<file path="config.mk">
export PLATFORM = sky130hd
export DESIGN_NAME = nand3_sweep_ctrl_flat
export DESIGN_NICKNAME = d
export VERILOG_FILES = /design/src/rtl/nand3_sweep_ctrl_if.sv /design/src/rtl/nand3_sweep_ctrl.sv /design/src/flat_wrapper.sv
export SDC_FILE = /design/constraint.sdc
export NUM_CORES = 1
export LEC_CHECK = 0
export CAP_MARGIN = 20
export CORE_MARGIN = 2
export CORE_UTILIZATION = 45
export CTS_CLUSTER_DIAMETER = 30
export DETAILED_ROUTE_END_ITERATION = 10
export PLACE_DENSITY = 0.78
export SETUP_SLACK_MARGIN = 0.02
export SYNTH_ARGS = -nofsm -noshare
export SYNTH_HDL_FRONTEND = slang
export SYNTH_SLANG_ARGS = --single-unit
</file>
<file path="constraint.sdc">
create_clock -name clk -period 2.95 [get_ports clk]
set_clock_uncertainty 0.1 [all_clocks]
set_input_delay 0.59 -clock clk [delete_from_list [all_inputs] [get_ports clk]]
set_output_delay 0.59 -clock clk [all_outputs]
set_load 0.005 [all_outputs]
</file>
<file path="src/rtl/nand3_sweep_ctrl_if.sv">
// ---------------------------------------------------------------------------
// nand3_sweep_ctrl_if
// Groups every non-clock signal of the NAND3 sweep controller.
//   master : the sweep controller (drives a/b/c and the result outputs)
//   slave  : the lab top-level / gate side (drives start, abort, dut_y)
// Signals:
//   start, abort     control levels from the lab top-level
//   dut_y            output of the NAND gate under test
//   a, b, c          gate inputs, vector bits 2..0
//   busy, done, pass sweep status
//   err_count        mismatches in the current/last sweep (saturating)
//   fail_vec         first failing {a,b,c}; fail_seen flags that it is valid
//   state_dbg        controller FSM state (IDLE=0, DRIVE=1, DONE=2)
// Macro NAND3_SWEEP_CONT_EN adds cont (continuous sweeping request) and
// sweep_count (completed sweeps, saturating at 255).
// Handshake: start and abort are plain levels sampled every rising edge;
// abort has priority over start, there is no ready/acknowledge path.
// ---------------------------------------------------------------------------
interface nand3_sweep_ctrl_if #(
    parameter int ERR_W = 4
);
    logic             start;
    logic             abort;
    logic             dut_y;
    logic             a;
    logic             b;
    logic             c;
    logic             busy;
    logic             done;
    logic             pass;
    logic [ERR_W-1:0] err_count;
    logic [2:0]       fail_vec;
    logic             fail_seen;
    logic [1:0]       state_dbg;
`ifdef NAND3_SWEEP_CONT_EN
    logic             cont;
    logic [7:0]       sweep_count;

    modport master (
        input  start, abort, dut_y, cont,
        output a, b, c, busy, done, pass, err_count, fail_vec, fail_seen,
        output state_dbg, sweep_count
    );
    modport slave (
        output start, abort, dut_y, cont,
        input  a, b, c, busy, done, pass, err_count, fail_vec, fail_seen,
        input  state_dbg, sweep_count
    );
`else
    modport master (
        input  start, abort, dut_y,
        output a, b, c, busy, done, pass, err_count, fail_vec, fail_seen,
        output state_dbg
    );
    modport slave (
        output start, abort, dut_y,
        input  a, b, c, busy, done, pass, err_count, fail_vec, fail_seen,
        input  state_dbg
    );
`endif
endinterface

</file>
<file path="src/rtl/nand3_sweep_ctrl.sv">
// ---------------------------------------------------------------------------
// nand3_sweep_ctrl
// Exhaustively exercises a three-input NAND gate: drives the 8 vectors
// {a,b,c} = 000..111 in counting order, holds each for HOLD_CYCLES clocks,
// samples dut_y in the last cycle of each hold and compares it with
// ~(a&b&c). Reports a saturating error count, the first failing vector and
// done/pass status.
// Parameters:
//   HOLD_CYCLES  clocks each vector is driven, sample cycle included (>=1)
//   ERR_W        width of err_count
// Ports:
//   clk          rising-edge clock
//   rst          synchronous active-high reset
//   bus          nand3_sweep_ctrl_if.master (start/abort/dut_y in,
//                a/b/c, status and results out, state_dbg)
// Optional macro NAND3_SWEEP_CONT_EN: with cont=1 at the end of the last
// vector the sweep restarts at 000 instead of finishing; results accumulate
// and sweep_count counts completed sweeps.
// All outputs are registered.
// ---------------------------------------------------------------------------
module nand3_sweep_ctrl #(
    parameter int HOLD_CYCLES = 4,
    parameter int ERR_W       = 4
) (
    input logic                clk,
    input logic                rst,
    nand3_sweep_ctrl_if.master bus
);
    typedef enum logic [1:0] {
        S_IDLE  = 2'd0,
        S_DRIVE = 2'd1,
        S_DONE  = 2'd2
    } state_t;

    // HOLD_CYCLES=1 would give a zero-width counter; keep one bit that stays 0.
    localparam int              HW        = (HOLD_CYCLES > 1) ? $clog2(HOLD_CYCLES) : 1;
    localparam logic [HW-1:0]   HOLD_LAST = HW'(HOLD_CYCLES - 1);
    localparam logic [ERR_W-1:0] ERR_MAX  = {ERR_W{1'b1}};

    state_t           state_q, state_d;
    logic [2:0]       vec_q, vec_d;
    logic [2:0]       abc_q, abc_d;
    logic [HW-1:0]    hold_q, hold_d;
    logic             busy_q, busy_d;
    logic             done_q, done_d;
    logic             pass_q, pass_d;
    logic [ERR_W-1:0] err_q, err_d;
    logic [2:0]       fvec_q, fvec_d;
    logic             fseen_q, fseen_d;
`ifdef NAND3_SWEEP_CONT_EN
    logic [7:0]       swp_q, swp_d;
`endif

    logic sample;
    logic mismatch;
    logic last_sweep;

    always_ff @(posedge clk) begin
        if (rst) begin
            state_q <= S_IDLE;
            vec_q   <= '0;
            abc_q   <= '0;
            hold_q  <= '0;
            busy_q  <= 1'b0;
            done_q  <= 1'b0;
            pass_q  <= 1'b0;
            err_q   <= '0;
            fvec_q  <= '0;
            fseen_q <= 1'b0;
`ifdef NAND3_SWEEP_CONT_EN
            swp_q   <= '0;
`endif
        end else begin
            state_q <= state_d;
            vec_q   <= vec_d;
            abc_q   <= abc_d;
            hold_q  <= hold_d;
            busy_q  <= busy_d;
            done_q  <= done_d;
            pass_q  <= pass_d;
            err_q   <= err_d;
            fvec_q  <= fvec_d;
            fseen_q <= fseen_d;
`ifdef NAND3_SWEEP_CONT_EN
            swp_q   <= swp_d;
`endif
        end
    end

    always_comb begin
        state_d    = state_q;
        vec_d      = vec_q;
        abc_d      = abc_q;
        hold_d     = hold_q;
        busy_d     = busy_q;
        done_d     = done_q;
        pass_d     = pass_q;
        err_d      = err_q;
        fvec_d     = fvec_q;
        fseen_d    = fseen_q;
`ifdef NAND3_SWEEP_CONT_EN
        swp_d      = swp_q;
        last_sweep = ~bus.cont;
`else
        last_sweep = 1'b1;
`endif
        sample     = 1'b0;
        mismatch   = 1'b0;

        case (state_q)
            S_IDLE, S_DONE: begin
                if (bus.abort) begin
                    // Results from the last sweep stay visible after an abort.
                    state_d = S_IDLE;
                    done_d  = 1'b0;
                    pass_d  = 1'b0;
                end else if (bus.start) begin
                    state_d = S_DRIVE;
                    vec_d   = '0;
                    abc_d   = '0;
                    hold_d  = '0;
                    busy_d  = 1'b1;
                    done_d  = 1'b0;
                    pass_d  = 1'b0;
                    err_d   = '0;
                    fvec_d  = '0;
                    fseen_d = 1'b0;
`ifdef NAND3_SWEEP_CONT_EN
                    swp_d   = '0;
`endif
                end
            end

            S_DRIVE: begin
                if (bus.abort) begin
                    // Partial results are kept; a sample due this cycle is dropped.
                    state_d = S_IDLE;
                    vec_d   = '0;
                    abc_d   = '0;
                    hold_d  = '0;
                    busy_d  = 1'b0;
                    done_d  = 1'b0;
                    pass_d  = 1'b0;
                end else begin
                    hold_d = hold_q + HW'(1);
                    sample = (hold_q == HOLD_LAST);
                    if (sample) begin
                        // abc_q equals vec_q while driving, so this is the gate's
                        // response to the vector currently applied.
                        mismatch = (bus.dut_y != ~(&abc_q));
                        if (mismatch) begin
                            if (err_q != ERR_MAX) begin
                                err_d = err_q + ERR_W'(1);
                            end
                            if (!fseen_q) begin
                                fvec_d  = vec_q;
                                fseen_d = 1'b1;
                            end
                        end
                        hold_d = '0;
                        if (vec_q != 3'd7) begin
                            vec_d = vec_q + 3'd1;
                            abc_d = vec_q + 3'd1;
                        end else begin
                            vec_d = '0;
                            abc_d = '0;
`ifdef NAND3_SWEEP_CONT_EN
                            if (swp_q != 8'hFF) begin
                                swp_d = swp_q + 8'd1;
                            end
`endif
                            if (last_sweep) begin
                                // pass includes the mismatch sampled this cycle.
                                state_d = S_DONE;
                                busy_d  = 1'b0;
                                done_d  = 1'b1;
                                pass_d  = (err_d == '0);
                            end
                        end
                    end
                end
            end

            default: begin
                state_d = S_IDLE;
            end
        endcase
    end

    assign bus.a         = abc_q[2];
    assign bus.b         = abc_q[1];
    assign bus.c         = abc_q[0];
    assign bus.busy      = busy_q;
    assign bus.done      = done_q;
    assign bus.pass      = pass_q;
    assign bus.err_count = err_q;
    assign bus.fail_vec  = fvec_q;
    assign bus.fail_seen = fseen_q;
    assign bus.state_dbg = state_q;
`ifdef NAND3_SWEEP_CONT_EN
    assign bus.sweep_count = swp_q;
`endif

endmodule

</file>
<file path="src/flat_wrapper.sv">
// flat-port wrapper written by rule: the top's interface ports become plain ports
module nand3_sweep_ctrl_flat 
#(
    parameter int HOLD_CYCLES = 4,
    parameter int ERR_W       = 4
)
  (clk, rst, bus_start, bus_abort, bus_dut_y, bus_a, bus_b, bus_c, bus_busy, bus_done, bus_pass, bus_err_count, bus_fail_vec, bus_fail_seen, bus_state_dbg);
  nand3_sweep_ctrl_if #(.ERR_W(ERR_W)) bus_i ();
  input logic clk;
  input logic rst;
  input wire logic [$bits(bus_i.start)-1:0] bus_start;
  input wire logic [$bits(bus_i.abort)-1:0] bus_abort;
  input wire logic [$bits(bus_i.dut_y)-1:0] bus_dut_y;
  output wire logic [$bits(bus_i.a)-1:0] bus_a;
  output wire logic [$bits(bus_i.b)-1:0] bus_b;
  output wire logic [$bits(bus_i.c)-1:0] bus_c;
  output wire logic [$bits(bus_i.busy)-1:0] bus_busy;
  output wire logic [$bits(bus_i.done)-1:0] bus_done;
  output wire logic [$bits(bus_i.pass)-1:0] bus_pass;
  output wire logic [$bits(bus_i.err_count)-1:0] bus_err_count;
  output wire logic [$bits(bus_i.fail_vec)-1:0] bus_fail_vec;
  output wire logic [$bits(bus_i.fail_seen)-1:0] bus_fail_seen;
  output wire logic [$bits(bus_i.state_dbg)-1:0] bus_state_dbg;
  assign bus_i.start = bus_start;
  assign bus_i.abort = bus_abort;
  assign bus_i.dut_y = bus_dut_y;
  assign bus_a = bus_i.a;
  assign bus_b = bus_i.b;
  assign bus_c = bus_i.c;
  assign bus_busy = bus_i.busy;
  assign bus_done = bus_i.done;
  assign bus_pass = bus_i.pass;
  assign bus_err_count = bus_i.err_count;
  assign bus_fail_vec = bus_i.fail_vec;
  assign bus_fail_seen = bus_i.fail_seen;
  assign bus_state_dbg = bus_i.state_dbg;
  nand3_sweep_ctrl #(.HOLD_CYCLES(HOLD_CYCLES), .ERR_W(ERR_W)) u_core (.clk(clk), .rst(rst), .bus(bus_i));
endmodule
</file>
---- Yosys cells after proc, flatten, opt, wreduce, memory -nomap -nowiden ----
Cells that the tools add are included.
word-level totals
  register bits after elaboration ......... 18
  latch bits .............................. 0
  RAM bits ................................ 0
  ROM bits ................................ 0
  input port bits ......................... 5
  memories kept ........................... 0
cells by class
  add/subtract/negate cells ............... 3
  multiply operators ...................... 0
  divide/modulo/power cells ............... 0
  magnitude comparators ................... 0
  eq/ne operators ......................... 15
  shift-type cells ........................ 0
  muxes and demuxes ....................... 53
  bitwise gates (word level) .............. 1
  reductions and logical operators ........ 13
operators by type and width
  operator                                                                  count
  4-bit two-way mux                                                         9
  3-bit two-way mux                                                         9
  2-bit two-way mux                                                         9
  1-bit two-way mux                                                         17
  3-bit one-hot mux with 2 select lines                                     2
  5-bit AND reduction                                                       2
  3-bit inequality test (second input constant)                             3
  3-bit AND reduction                                                       3
  2-bit inequality test (second input constant)                             4
  1-bit one-hot mux with 2 select lines                                     4
  2-bit one-hot mux with 2 select lines                                     2
  4-bit one-hot mux with 2 select lines                                     1
  4-bit AND reduction                                                       2
  7-bit AND reduction                                                       1
  6-bit AND reduction                                                       1
  4-bit by 1-bit adder with 4-bit output (second input constant)            1
  2-bit equality test (second input constant)                               2
  4-bit logical NOT                                                         1
  2-bit by 1-bit inequality test with 1-bit output (second input constant)  2
  4-bit inequality test (second input constant)                             1
  3-bit by 1-bit adder with 3-bit output (second input constant)            1
  3-bit by 2-bit inequality test with 1-bit output (second input constant)  1
  2-bit by 1-bit adder with 2-bit output (second input constant)            1
  2-bit by 1-bit equality test with 1-bit output (second input constant)    1
  other kinds (5)                                                           5

---- Logic depth before layout (Yosys ltp) ----
Gate-level depths: netlist (run 1).
  depth in word-level cells ............... 12
  depth in mapped cells ................... 6
  gate-level depth less buffers ........... 6

---- Worst setup path after synthesis (run 1) ----
OpenSTA, ideal clock, no wires.
  path kind ............................... flip-flop to flip-flop
  from .................................... register u_core.abc_q[0]
  to ...................................... register u_core.pass_q, in the netlist u_core.bus.pass
  library setup time ...................... 0.073 ns
  data arrival time ....................... 1.875 ns
  data required time ...................... 2.777 ns
  setup slack ............................. 0.902 ns
  stages on the path, launching flop included .. 7
  path buffers ............................ 0
  cells stage by stage .................... dfxtp_1 > ha_1 > ha_1 > xnor2_2 > mux2_4 > o311a_1 > nor3_2
between the ends
  word-level cells in the longest chain between the ends .. 12
  elaborated cells on any way between the ends .. 15
RTL lines
  item                                   line                     source
  from (decl)                            nand3_sweep_ctrl.sv:42   logic [2:0] abc_q, abc_d;
  from (signal assigned)                 nand3_sweep_ctrl.sv:62   abc_q <= '0;
  from (signal assigned)                 nand3_sweep_ctrl.sv:76   abc_q <= abc_d;
  3-bit AND reduction                    nand3_sweep_ctrl.sv:150  mismatch = (bus.dut_y != ~(&abc_q));
  1-bit NOT                              nand3_sweep_ctrl.sv:150
  1-bit inequality test                  nand3_sweep_ctrl.sv:150
  4-bit two-way mux                      nand3_sweep_ctrl.sv:151  if (mismatch) begin
  4-bit two-way mux                      nand3_sweep_ctrl.sv:147  if (sample) begin
  4-bit two-way mux                      nand3_sweep_ctrl.sv:135  if (bus.abort) begin
  4-bit two-way mux                      nand3_sweep_ctrl.sv:110  case (state_q)
  4-bit logical NOT                      nand3_sweep_ctrl.sv:177  pass_d = (err_d == '0);
  1-bit two-way mux                      nand3_sweep_ctrl.sv:161  if (vec_q != 3'd7) begin
  1-bit two-way mux                      nand3_sweep_ctrl.sv:147
  1-bit two-way mux                      nand3_sweep_ctrl.sv:135
  1-bit one-hot mux with 2 select lines  nand3_sweep_ctrl.sv:110
  to (signal assigned)                   nand3_sweep_ctrl.sv:80   pass_q <= pass_d;
  to (decl)                              nand3_sweep_ctrl.sv:46   logic pass_q, pass_d;
Several ways; a longest one is shown, not always the timed one. The select of a mux whose other input is x is not followed.
A chain may end at the register's enable or synchronous reset.

---- Worst setup path in the final report (run 1) ----
  from .................................... input port bus_abort
  to ...................................... register u_core.abc_q[0]
between the ends
  word-level cells in the longest chain between the ends .. 2
  elaborated cells on any way between the ends .. 5
RTL lines
  item                                                                                    line                source
  from (decl)                                                                             flat_wrapper.sv:12  input wire logic [$bits(bus_i.abort)-1:0] bus_abort;
  3-bit by 2-bit inequality test with 1-bit output (no line) (tied with other cells)      -
  4-bit AND reduction (no line) or 3-bit one-hot mux with 2 select lines (tied branches)  -
Several ways; a longest one is shown, not always the timed one.

==> results of run 1 <==
==> placed cells by master, fill, tap and decap left out, drive strengths merged <==
cell            n
and4bb          1
inv             1
and3            1
o21ai           6
o2bb2ai         1
mux2i           4
o22ai           1
nor3b           1
nor2           14
or3b            2
clkdlybuf4s50  20
nand2           6
o311a           1
nor3            6
a21o            1
nand4           3
a21oi          12
nand4b          3
clkbuf          3
nor2b           1
nor4bb          1
ha              5
o21a            1
a31oi           3
o2111ai         1
mux2            3
nand3b          2
a211oi          1
buf             1
xnor2           1
nand3           3
xor2            1
nand2b          2
dfxtp          18
==> power by group through the flow <==
stage / combinational (W) / clock (W) / sequential (W)
2_1_floorplan: 0.0000351 / 0 / 0.000254
3_3_place_gp: 0.0000505 / 0 / 0.000254
3_5_place_dp: 0.0000513 / 0 / 0.000254
4_1_cts: 0.0000519 / 0.000122 / 0.000248
5_1_grt: 0.0000560 / 0.000130 / 0.000249
6_report: 0.0000517 / 0.000119 / 0.000248
==> synth_stat cells, drive strengths merged <==
| master | count |
|---|---|
| nand2b | 2 |
| and4bb | 1 |
| nand4 | 3 |
| and3 | 1 |
| o311a | 1 |
| nand2 | 6 |
| nand3b | 2 |
| o21a | 1 |
| mux2 | 3 |
| a211oi | 1 |
| o21ai | 6 |
| a21oi | 12 |
| nor3 | 6 |
| dfxtp | 18 |
| mux2i | 4 |
| inv | 1 |
| nor4bb | 1 |
| a21o | 1 |
| o22ai | 1 |
| nor3b | 1 |
| nand3 | 3 |
| o2111ai | 1 |
| xnor2 | 1 |
| clkbuf | 5 |
| nor2b | 1 |
| nand4b | 3 |
| or3b | 2 |
| nor2 | 14 |
| a31oi | 3 |
| buf | 1 |
| xor2 | 1 |
| o2bb2ai | 1 |
| ha | 5 |
==> per-stage QoR <==
step	std cells	hold slack [ps]
2_1_floorplan	113	352
3_3_place_gp	156	363
3_5_place_dp	156	364
4_1_cts	159	378
5_1_grt	159	419
6_report	159	376
==> worst max-delay path, stage by stage <==
cell,delay [ps]
clkdlybuf4s50_1,580
or3b_1,540
o2bb2ai_4,230
mux2i_1,220
nor2_1,60
==> per-layer routing <==
layer  track usage  vias up  part of all wire
met5             0        -                 0
met4        0.0721        0             0.011
met3        0.0409        2             0.036
met2         0.266       21              0.46
li1              -      455                 -
met1         0.241      406              0.49
==> area by class of cell <==
type / count / area (um^2) / area share
Multi-Input combinational cell: 88 / 607 / 0.491
Sequential cell: 18 / 360 / 0.291
Timing Repair Buffer: 21 / 208 / 0.168
Tap cell: 28 / 35.0 / 0.0283
Clock buffer: 3 / 22.5 / 0.0182
Inverter: 1 / 3.75 / 0.00304
==> flip-flops by register name, indices dropped and copies added (netlist names) <==
signal                cells
u_core.hold_q             2
u_core.bus.fail_vec       3
u_core.bus.pass           1
u_core.abc_q              3
u_core.bus.busy           1
u_core.bus.done           1
u_core.bus.state_dbg      2
u_core.bus.err_count      4
u_core.bus.fail_seen      1
==> how the worst min path moves through the flow <==
stage / from / to / slack, ps / cells after the start
3_3_place_gp: u_core.hold_q[1]$_SDFFE_PP0P_ / u_core.hold_q[1]$_SDFFE_PP0P_ / 360 / 2
6_report: u_core.hold_q[1]$_SDFFE_PP0P_ / u_core.hold_q[1]$_SDFFE_PP0P_ / 380 / 2
4_1_cts: u_core.hold_q[1]$_SDFFE_PP0P_ / u_core.hold_q[1]$_SDFFE_PP0P_ / 380 / 2
2_1_floorplan: u_core.hold_q[1]$_SDFFE_PP0P_ / u_core.hold_q[1]$_SDFFE_PP0P_ / 350 / 2
5_1_grt: u_core.bus.fail_vec[2]$_SDFFE_PP0P_ / u_core.bus.fail_vec[2]$_SDFFE_PP0P_ / 420 / 2
3_5_place_dp: u_core.hold_q[1]$_SDFFE_PP0P_ / u_core.hold_q[1]$_SDFFE_PP0P_ / 360 / 2
==> cells by family (layout without fill, tap and decap cells) <==
logic type	count (synthesis)	count (layout)	synth area share
adder cells (fa/ha/maj)	5	5	0.0627
AO/OA/AOI/OAI	28	28	0.184
XOR/XNOR	2	2	0.0251
buffers and inverters	7	25	0.0301
multiplexers	7	7	0.0778
flip-flops	18	18	0.361
AND/OR/NAND/NOR	46	46	0.258
==> metrics.txt, run 1 <==
sw frac 0.243; Arr. time, crit path 2230 ps; PortBufs 20; kind of critical path input port to register; post-synthesis average cell area 8.82 um^2; endpoints failing setup 0; Die Height 51.1 um; Startpoint Class input port; CTS H-tree depth 1; critical path peak fanout 12; cell area after technology mapping 997 um^2; HP Class register to register; Synth Warn # 0; Final WS setup 781 ps; DRT Pass-1 Iters 4; via/cell ratio 5.56; num ports 21; CTS tree yes; clk_lat worst skew 290 ps; worst setup path startpoint bus_abort; Setup crit end u_core.abc_q[0]$_SDFFE_PP0P_; DR WL/cell 13.3 um; CTS Buf Count 3; post-DP HPWL 1.54 mm; GRT overflow 0; syn_nets 123; FF+latch count, synth 18; Residual DRC 0; pre-CTS worst setup slack 498 ps; RSZ-0062 raised after global routing false; TNS Setup 0 ps; Yosys top cell area share 0.361; cell area after placement 1210 um^2; power share of the sequential group 0.593; die area 2610 um^2; RR Endpoint u_core.bus.pass$_SDFFE_PP0P_; Worst Path Required 3010 ps; Clock power frac 0.284; Net Sw Power 0.000102 W; Max VDD drop 0.268 mV; period utilization 0.735; PwrDens 339 nW/um^2; R2R cell count 6; ANT nets after route 0; # resized after CTS 0; Final Instance Area 1240 um^2; Max Cap Viol 0; RR Startpoint u_core.abc_q[0]$_SDFFE_PP0P_; Synth area leader dfxtp_1; Comb pwr share 0.123; root buf cell clkbuf_4; crit end category register; Post-CTS Hold Buffers 0; Unique masters post-synth 36; Max Slew Vio Count 0; Final Hold Vio Count 0; Clock transition at path regs 90 ps; Antenna Cells 0; leakage 0.458 nW; fillers 192; Tmin final 2170 ps; synth top area cells dfxtp_1 36%, ha_1 6.3%, a21oi_1 6.0%; final wirelength 2.12 mm; layout cells sized above 1 0.0687; reg-to-reg slack, setup 930 ps; max_slew headroom 0.542; CTS Sinks 18; register area share after synthesis 0.361; fmax 461 MHz; first-pass GRT wire length 3.48 mm; power after layout 0.000419 W; final core utilization 0.575; antenna violations before repair 0; status complete, no violations; clk buf depth 2; DR iter-0 viols 17; vias in the first global route 780; DR vias 884; Initial Util 0.464; Slew @ Worst Pin 684 ps; gr usage total 0.177; Final Net Count 143; Final GP Congestion 0.787; Synth Instances 113; internal power 0.000317 W; Die W 51.1 um; core area 2150 um^2; area growth from synthesis to layout 24.0%; largest net degree at the start of global routing 19; # rows 17; postcts setup bufs 0
(Power assumes the default switching activity.)
==> run 2, diff against run 1 <==
Clock period 2.95 ns to 2 ns, I/O delays scaled along.
==> run 2 against run 1 <==
Net effect: critical path type is now register to primary output; clock power up 97%; critical endpoint is now bus_state_dbg[0]; die area unchanged; critical path depth down 4.
==> metrics.txt, run 2 (synthesized netlist as in run 1, its figures left out) <==
# rows 17 (unchanged); # resized after CTS 0 (unchanged); CTS Sinks 18 (unchanged); DRT Pass-1 Iters 4 (unchanged); Final Instance Area 1370 um^2 (+11%); internal power 0.000522 W (+65%); status complete, no violations; Arr. time, crit path 1350 ps (-880 ps); Largest register FFs 4 (unchanged); Clock power frac 0.337 (+0.053); Worst Path Required 1500 ps (-1510 ps); clk buf depth 2 (unchanged); Slew @ Worst Pin 297 ps (-387 ps); Clock transition at path regs 110 ps (+20 ps); Final GP Congestion 0.817 (+3.7%); Max VDD drop 0.342 mV (+28%); PortBufs 20 (unchanged); period utilization 0.925; ANT nets after route 0 (unchanged); critical path peak fanout 10 (-2); RSZ-0062 raised after global routing false; Post-CTS Hold Buffers 0 (unchanged); antenna violations before repair 0 (unchanged); Startpoint Class register; die area 2610 um^2 (unchanged); Tmin final 1850 ps; Die Height 51.1 um (unchanged); DR vias 976 (+10%); final wirelength 2.38 mm (+12%); sw frac 0.247 (+0.00456); CTS H-tree depth 1 (unchanged); Max Slew Vio Count 0 (unchanged); Largest stage delay, worst path 560 ps (-20 ps); cell area after placement 1310 um^2 (+7.6%); PwrDens 506 nW/um^2 (+49%); core area 2150 um^2 (unchanged); slowest CP cell clkdlybuf4s50_1; HP Class register to register; power after layout 0.000694 W (+66%); leakage 0.518 nW (+13%); DR iter-0 viols 20 (+3); Final Hold Vio Count 0 (unchanged); TNS Setup 0 ps (unchanged); GRT overflow 0 (unchanged); largest net degree at the start of global routing 19 (unchanged); WHS 386 ps (+9.37 ps); Final Net Count 155 (+8.4%); Residual DRC 0 (unchanged); crit-path leading delay family buffers and inverters; Antenna Cells 0 (unchanged); layout cells sized above 1 0.181 (+0.112); num ports 21 (unchanged); first-pass GRT wire length 4.02 mm (+15%); Net Sw Power 0.000172 W (+69%); CTS Buf Count 3 (unchanged); CP cell instances clkdlybuf4s50_1; DR WL/cell 13.8 um (+4.0%); Comb pwr share 0.136 (+0.013); Die W 51.1 um (unchanged); endpoints failing setup 0 (unchanged); area growth from synthesis to layout 37.5%; Bufs and invs on worst path 1 (unchanged); root buf cell clkbuf_4; vias in the first global route 908 (+16%); most common cell after layout, fill and taps aside clkdlybuf4s50_1; Initial Util 0.464 (unchanged); fillers 189 (-1.6%); clk_lat worst skew 300 ps (about the same); crit end category primary output; postcts setup bufs 0 (unchanged); kind of critical path register to primary output; fmax 540 MHz; gr usage total 0.206 (+0.0294); Placed Cells 168 (+7.7%); via/cell ratio 5.67 (+2.1%); CTS tree yes; highest-count cells in the layout ignoring fill and taps 20 x clkdlybuf4s50_1, 16 x dfxtp_1, 14 x nor2_1; power share of the sequential group 0.527 (-0.066); Max Cap Viol 0 (unchanged); max_slew headroom 0.800 (+0.258); Layout Cells excl Fill 172 (+8.2%); post-DP HPWL 1.74 mm (+12%)
run 2: changes by cell type in the layout (fill, tap and decap cells not counted), sizes merged:
cell	delta
clkbuf	+1
buf	+12
run 2: through the flow:
| stage | util | setup WS [ps] |
|---|---|---|
| floorplan | - | 28.7 |
| global placement | 0.608 | -13.1 |
| detailed placement | 0.608 | -70.9 |
| CTS | 0.625 | 27.0 |
| global route | 0.638 | 48.8 |
| finish | 0.638 | 150 |
run 2: worst paths after layout:
check | slack [ps] | startpoint | endpoint | depth (start not counted)
min | 390 | u_core.hold_q[1]$_SDFFE_PP0P_ | u_core.hold_q[1]$_SDFFE_PP0P_ | 2
max | 150 | u_core.bus.state_dbg[0]$_SDFFE_PP0P_ | bus_state_dbg[0] | 1
max reg2reg | 160 | u_core.abc_q[0]$_SDFFE_PP0P_ | u_core.bus.pass$_SDFFE_PP0P_ | 6
min reg2reg | 390 | u_core.hold_q[1]$_SDFFE_PP0P_ | u_core.hold_q[1]$_SDFFE_PP0P_ | 2
run 2: layout make-up:
cell class	instances	area [um^2]	area share
inverters	1	3.75	0.00274
repair buffers	33	298	0.217
flip-flops and latches	18	365	0.266
well taps	28	35.0	0.0255
multi-input cells	88	633	0.462
clock buffers	4	36.3	0.0265
run 2: power by group through the flow:
stage,Clock (W),Sequential [W],Combinational [W]
6_report,0.000234,0.000365,0.0000945
2_1_floorplan,0,0.000374,0.0000517
4_1_cts,0.000240,0.000367,0.0000925
3_3_place_gp,0,0.000375,0.0000893
3_5_place_dp,0,0.000375,0.0000919
5_1_grt,0.000255,0.000367,0.000103
run 2: metal layers:
layer | vias up | part of all wire | global-route usage
met2 | 34 | 0.50 | 0.359
met4 | 0 | 0.014 | 0.0676
li1 | 479 | - | -
met1 | 456 | 0.42 | 0.237
met5 | - | 0 | 0
met3 | 7 | 0.059 | 0.0643
==> run 3, diff against run 2 <==
Settings changed: CORE_MARGIN 2 to default, SKIP_LAST_GASP from default to 1.
==> run 3 against run 2 <==
Net effect: first-iteration DRC count is 20% lower; clock power decreased by 6%; combinational power fell by 3.6%; sequential share of layout area is 0.17 points higher; power down 2.3%; count of clock-buffer cells in the layout stayed put; critical endpoint is now u_core.bus.pass$_SDFFE_PP0P_; highest routed layer unchanged.
==> metrics.txt, run 3 (synthesized netlist as in run 1, its figures left out) <==
area growth from synthesis to layout 34.8%; clk_lat worst skew 290 ps (about the same); CP cell instances ha_1, ha_4, xnor2_2, mux2_4, o311a_1, nor3_2; endpoints failing setup 0 (unchanged); Final Net Count 154 (-0.65%); leakage 0.515 nW (-0.49%); Residual DRC 0 (unchanged); CTS Sinks 18 (unchanged); Worst Path Required 2130 ps (+630 ps); final wirelength 2.31 mm (-3.1%); GRT overflow 0 (unchanged); first-pass GRT wire length 3.80 mm (-5.3%); highest-count cells in the layout ignoring fill and taps 20 x clkdlybuf4s50_1, 18 x dfxtp_1, 14 x nor2_1; fillers 161 (-15%); Clock transition at path regs 100 ps (about the same); CTS H-tree depth 1 (unchanged); Max Cap Viol 0 (unchanged); CTS Buf Count 3 (unchanged); Antenna Cells 0 (unchanged); Placed Cells 166 (-1.2%); Multi-input gate area 619 um^2 (-2.2%); Initial Util 0.493 (+0.0290); Die W 49.1 um (-3.9%); kind of critical path register to register; core area 2020 um^2 (-5.9%); PwrDens 504 nW/um^2 (-0.29%); Arr. time, crit path 2000 ps (+650 ps); PortBufs 20 (unchanged); Tmin final 1870 ps (+23.9 ps); largest net degree at the start of global routing 13 (-6); DR vias 944 (-3.3%); fmax 534 MHz (-1.3%); root buf cell clkbuf_4; max_slew headroom 0.781 (-0.0191); clk buf depth 2 (unchanged); Slew @ Worst Pin 329 ps (+31.9 ps); DRT Pass-1 Iters 4 (unchanged); die area 2410 um^2 (-7.7%); Largest stage delay, worst path 350 ps (-210 ps); Largest register FFs 4 (unchanged); antenna violations before repair 0 (unchanged); most common cell after layout, fill and taps aside clkdlybuf4s50_1; Max VDD drop 0.453 mV (+33%); HP Class register to register; critical path peak fanout 4 (-6); slowest CP cell dfxtp_1; Layout Cells excl Fill 170 (-1.2%); crit end category register; vias in the first global route 839 (-7.6%); register area 360 um^2 (-1.4%); CTS tree yes; via/cell ratio 5.55 (-2.1%); num ports 21 (unchanged); ANT nets after route 0 (unchanged); RSZ-0062 raised after global routing false; period utilization 0.937 (+0.0120); gr usage total 0.204 (-0.00240); # rows 16 (-1); Die Height 49.1 um (-3.9%); Final Hold Vio Count 0 (unchanged); layout cells sized above 1 0.154 (-0.0267); Startpoint Class register; WHS 384 ps (-2.16 ps); Max Slew Vio Count 0 (unchanged); Final GP Congestion 0.836 (+2.4%); DR iter-0 viols 16 (-20%); post-DP HPWL 1.72 mm (-1.1%); DR WL/cell 13.6 um (-1.9%); status complete, no violations
## run 3: cell types whose count changed in the layout (fill, tap and decap cells not counted)
cell,change
dfxtp_1,+2
buf_4,-1
dfxtp_2,-1
dfxtp_4,-1
ha_1,+1
ha_2,-1
xnor2_2,+1
xnor2_4,-1
## run 3: path summary, 6_finish.rpt
check,from,to,cells past startpoint,slack [ps]
setup reg to reg,u_core.abc_q[1]$_SDFFE_PP0P_,u_core.bus.pass$_SDFFE_PP0P_,6,130
hold reg to reg,u_core.bus.fail_vec[0]$_SDFFE_PP0P_,u_core.bus.fail_vec[0]$_SDFFE_PP0P_,2,380
hold / removal,u_core.bus.fail_vec[0]$_SDFFE_PP0P_,u_core.bus.fail_vec[0]$_SDFFE_PP0P_,2,380
setup / recovery,u_core.abc_q[1]$_SDFFE_PP0P_,u_core.bus.pass$_SDFFE_PP0P_,6,130
## run 3: layout make-up
type	instances	area share
clock buffer	4	0.0270
inverter	1	0.00279
multi-input combinational	88	0.461
sequential	18	0.268
tap	27	0.0251
timing repair buffer	32	0.216
## run 3: metrics by stage
step | utilization | TNS [ps] | power [W] | worst slack [ps] | cell area (um^2)
2_1_floorplan | - | 0 | 0.000426 | 28.7 | 1000
4_1_cts | 0.660 | 0 | 0.000683 | 84.8 | 1330
6_report | 0.665 | 0 | 0.000678 | 126 | 1340
5_1_grt | 0.665 | 0 | 0.000718 | 66.6 | 1340
3_3_place_gp | 0.642 | -9.97 | 0.000464 | -9.97 | 1300
3_5_place_dp | 0.642 | -31.4 | 0.000465 | -31.1 | 1300
## run 3: layer usage
layer / global-route usage / wire length [um]
met1: 0.266 / 1060
met2: 0.331 / 1110
met3: 0.0374 / 103
met4: 0.0735 / 34
met5: 0 / 0
## run 3: critical path, delay by kind of cell (launching register included)
kind / cells / cell delay, ps
flip-flops: 1 / 350
XOR/XNOR: 1 / 180
AND/OR/NAND/NOR: 1 / 140
AO/OA/AOI/OAI: 1 / 300
adder cells (fa/ha/maj): 2 / 430
multiplexers: 1 / 320
## run 3: report_power, final
part           switching [W]  internal (W)
Combinational      0.0000434     0.0000477
Sequential        0.00000426      0.000362
Clock               0.000109      0.000111
Total               0.000157      0.000521
## run 3: repair_timing
action,in CTS,in global routing
hold buffers,0,0
setup endpoints to repair,0,1
buffers inserted,0,0
gates resized for setup,0,1
==> patch: new RTL, flow settings as in run 2 <==
Make the reset (`rst`) asynchronous in one clocked block. Comments in the files are not updated.
--- a/src/rtl/nand3_sweep_ctrl.sv
+++ b/src/rtl/nand3_sweep_ctrl.sv
@@ -57,3 +57,3 @@
 
-    always_ff @(posedge clk) begin
+    always_ff @(posedge clk or posedge rst) begin
         if (rst) begin
Function: differs if rst is asserted again (counterexample within 4 cycles, from zero or initial values and one cycle with rst high); with rst held inactive, the same outputs for 10 cycles.
==> patch against run 2 <==
Sequential cell count stayed put. Highest routed layer unchanged. Routed wire length is 5.6% higher. Setup slack got worse by 0.040 ns. Design area increased by 1.8%. Power rose by 9.2%. Synthesized area grew 6.9%. Non-clock buffer count down 2. Fmax fell by 2.1%.
==> patch: results (changes against run 2) <==
Routing
  • Vias per cell: 5.76 (was 5.67)
  • Met3 WL: 124 um (was 140 um)
  • 1st-iter DRT viols: 37 (was 20)
  • DRT Wirelength: 2510 um (was 2380 um)
  • Metal-1 WL: 1160 um (was 1010 um)
  • Vias: 950 (was 976)

Worst setup path
  • Flop2flop setup slack: 0.11 ns (was 0.16 ns)
  • Worst R2R Start: u_core.vec_q[1] (was u_core.abc_q[0])
  • Worst R2R Path Depth: 5 (was 6)
  • End point of the critical path: u_core.bus.err_count[3] (was bus_state_dbg[0])
  • CP Max Fanout: 8 (was 10)
  • CP arrival: 1.99 ns (was 1.35 ns)
  • Setup crit start: u_core.vec_q[1] (was u_core.bus.state_dbg[0])

Yosys
  • Xor-xnor portion of the synthesized cell area: 3.40% (was 2.51%)
  • Post-synthesis compound-gate area fraction: 16.8% (was 18.4%)
  • Seq/Total Area, Yosys: 42.3% (was 36.1%)
  • Largest family of logic cells by synthesized area: simple AND/OR/NAND/NOR gates (unchanged)
  • Synth Area in Adders: 4.69% (was 6.27%)
  • Post-synthesis mux area share: 5.63% (was 7.78%)
  • Synth Area per Inst: 9.78 um^2 (was 8.82 um^2)
  • Top cells by area, synth: dfrtp_1 (42%), mux2i_1 (5.6%), ha_1 (4.7%) (was dfxtp_1 (36%), ha_1 (6.3%), a21oi_1 (6.0%))
  • Post-synth cell types: 40 (was 36)
  • Async set or reset register ratio after synthesis: 100% (was 0%)
  • Total nets after synthesis: 118 (was 123)
  • Commonest cells in the netlist: dfrtp_1 (18), nand2_1 (9), inv_1 (7), nand3_1 (7), mux2i_1 (6) (was dfxtp_1 (18), nor2_1 (14), a21oi_1 (12), nand2_1 (6))
  • Synth top area share: 42.3% (was 36.1%)

Layout
  • Fillers: 196 (was 189)
  • Nets: 147 (was 155)
  • Layout cells sized above 1: 16.8% (was 18.1%)

Run status
  • Outcome: finished, final reports clean (unchanged)

Place
  • Dpl cell area: 0.00135 mm^2 (was 0.00131 mm^2)
  • Final GP Congestion: 0.825 (was 0.817)
  • HPWL after DPL: 1750 um (was 1740 um)
  • Placed cell count: 161 (was 168)
  • Dpl ws: -0.0138 ns (was -0.0709 ns)

Clocking
  • Root buf cell: clkbuf_4 (unchanged)

Global routing
  • Number of global-route vias before repair: 860 (was 908)
  • GRT Resource Usage Total: 20.9% (was 20.6%)
  • First-pass GRT wire length: 4150 um (was 4020 um)
  • Initial antenna violation count: 0 (unchanged)

Power
  • Leakage: 0.592 nW (was 0.518 nW)
  • Max VDD drop: 0.352 mV (was 0.342 mV)

STA
  • Slew @ Worst Pin: 0.306 ns (was 0.297 ns)
  • Final period util: 94.5% (was 92.5%)
  • Final hold slack: 0.307 ns (was 0.386 ns)

Worst hold path
  • Worst min path class: in2async (was reg2reg)
-- patch: changes by cell type after synthesis, sizes merged, moves of 4 or more --
cell	change
a21oi	-8
dfrtp	+18
dfxtp	-18
inv	+6
nand3	+4
nor2	-10
o21ai	-4
-- patch: report_power, final --
group	leakage (nW)	internal [mW]	switching, mW
clock network	0.0210	0.111	0.126
registers	0.244	0.380	0.0196
logic	0.327	0.0614	0.0598
-- patch: layout make-up --
cell class	count	area, um^2	share of cell area [%]
Clock buffer	4	36.3	2.60
Sequential cell	18	452	32.3
Tap cell	28	35.0	2.51
Timing Repair Buffer	31	283	20.3
Inverter	7	26.3	1.88
Multi-Input combinational cell	77	564	40.4
-- patch: per-layer routing --
layer	up-vias	GRT usage (%)
met5	-	0
met3	2	4.29
met1	461	28.7
met4	0	8.55
li1	456	-
met2	31	31.9
-- patch: worst max-delay path, stage by stage (launching register included) --
cell      delay (ns)
dfrtp_1         0.44
ha_1            0.20
ha_2            0.24
xor2_4          0.23
o31a_1          0.32
a311oi_2        0.26
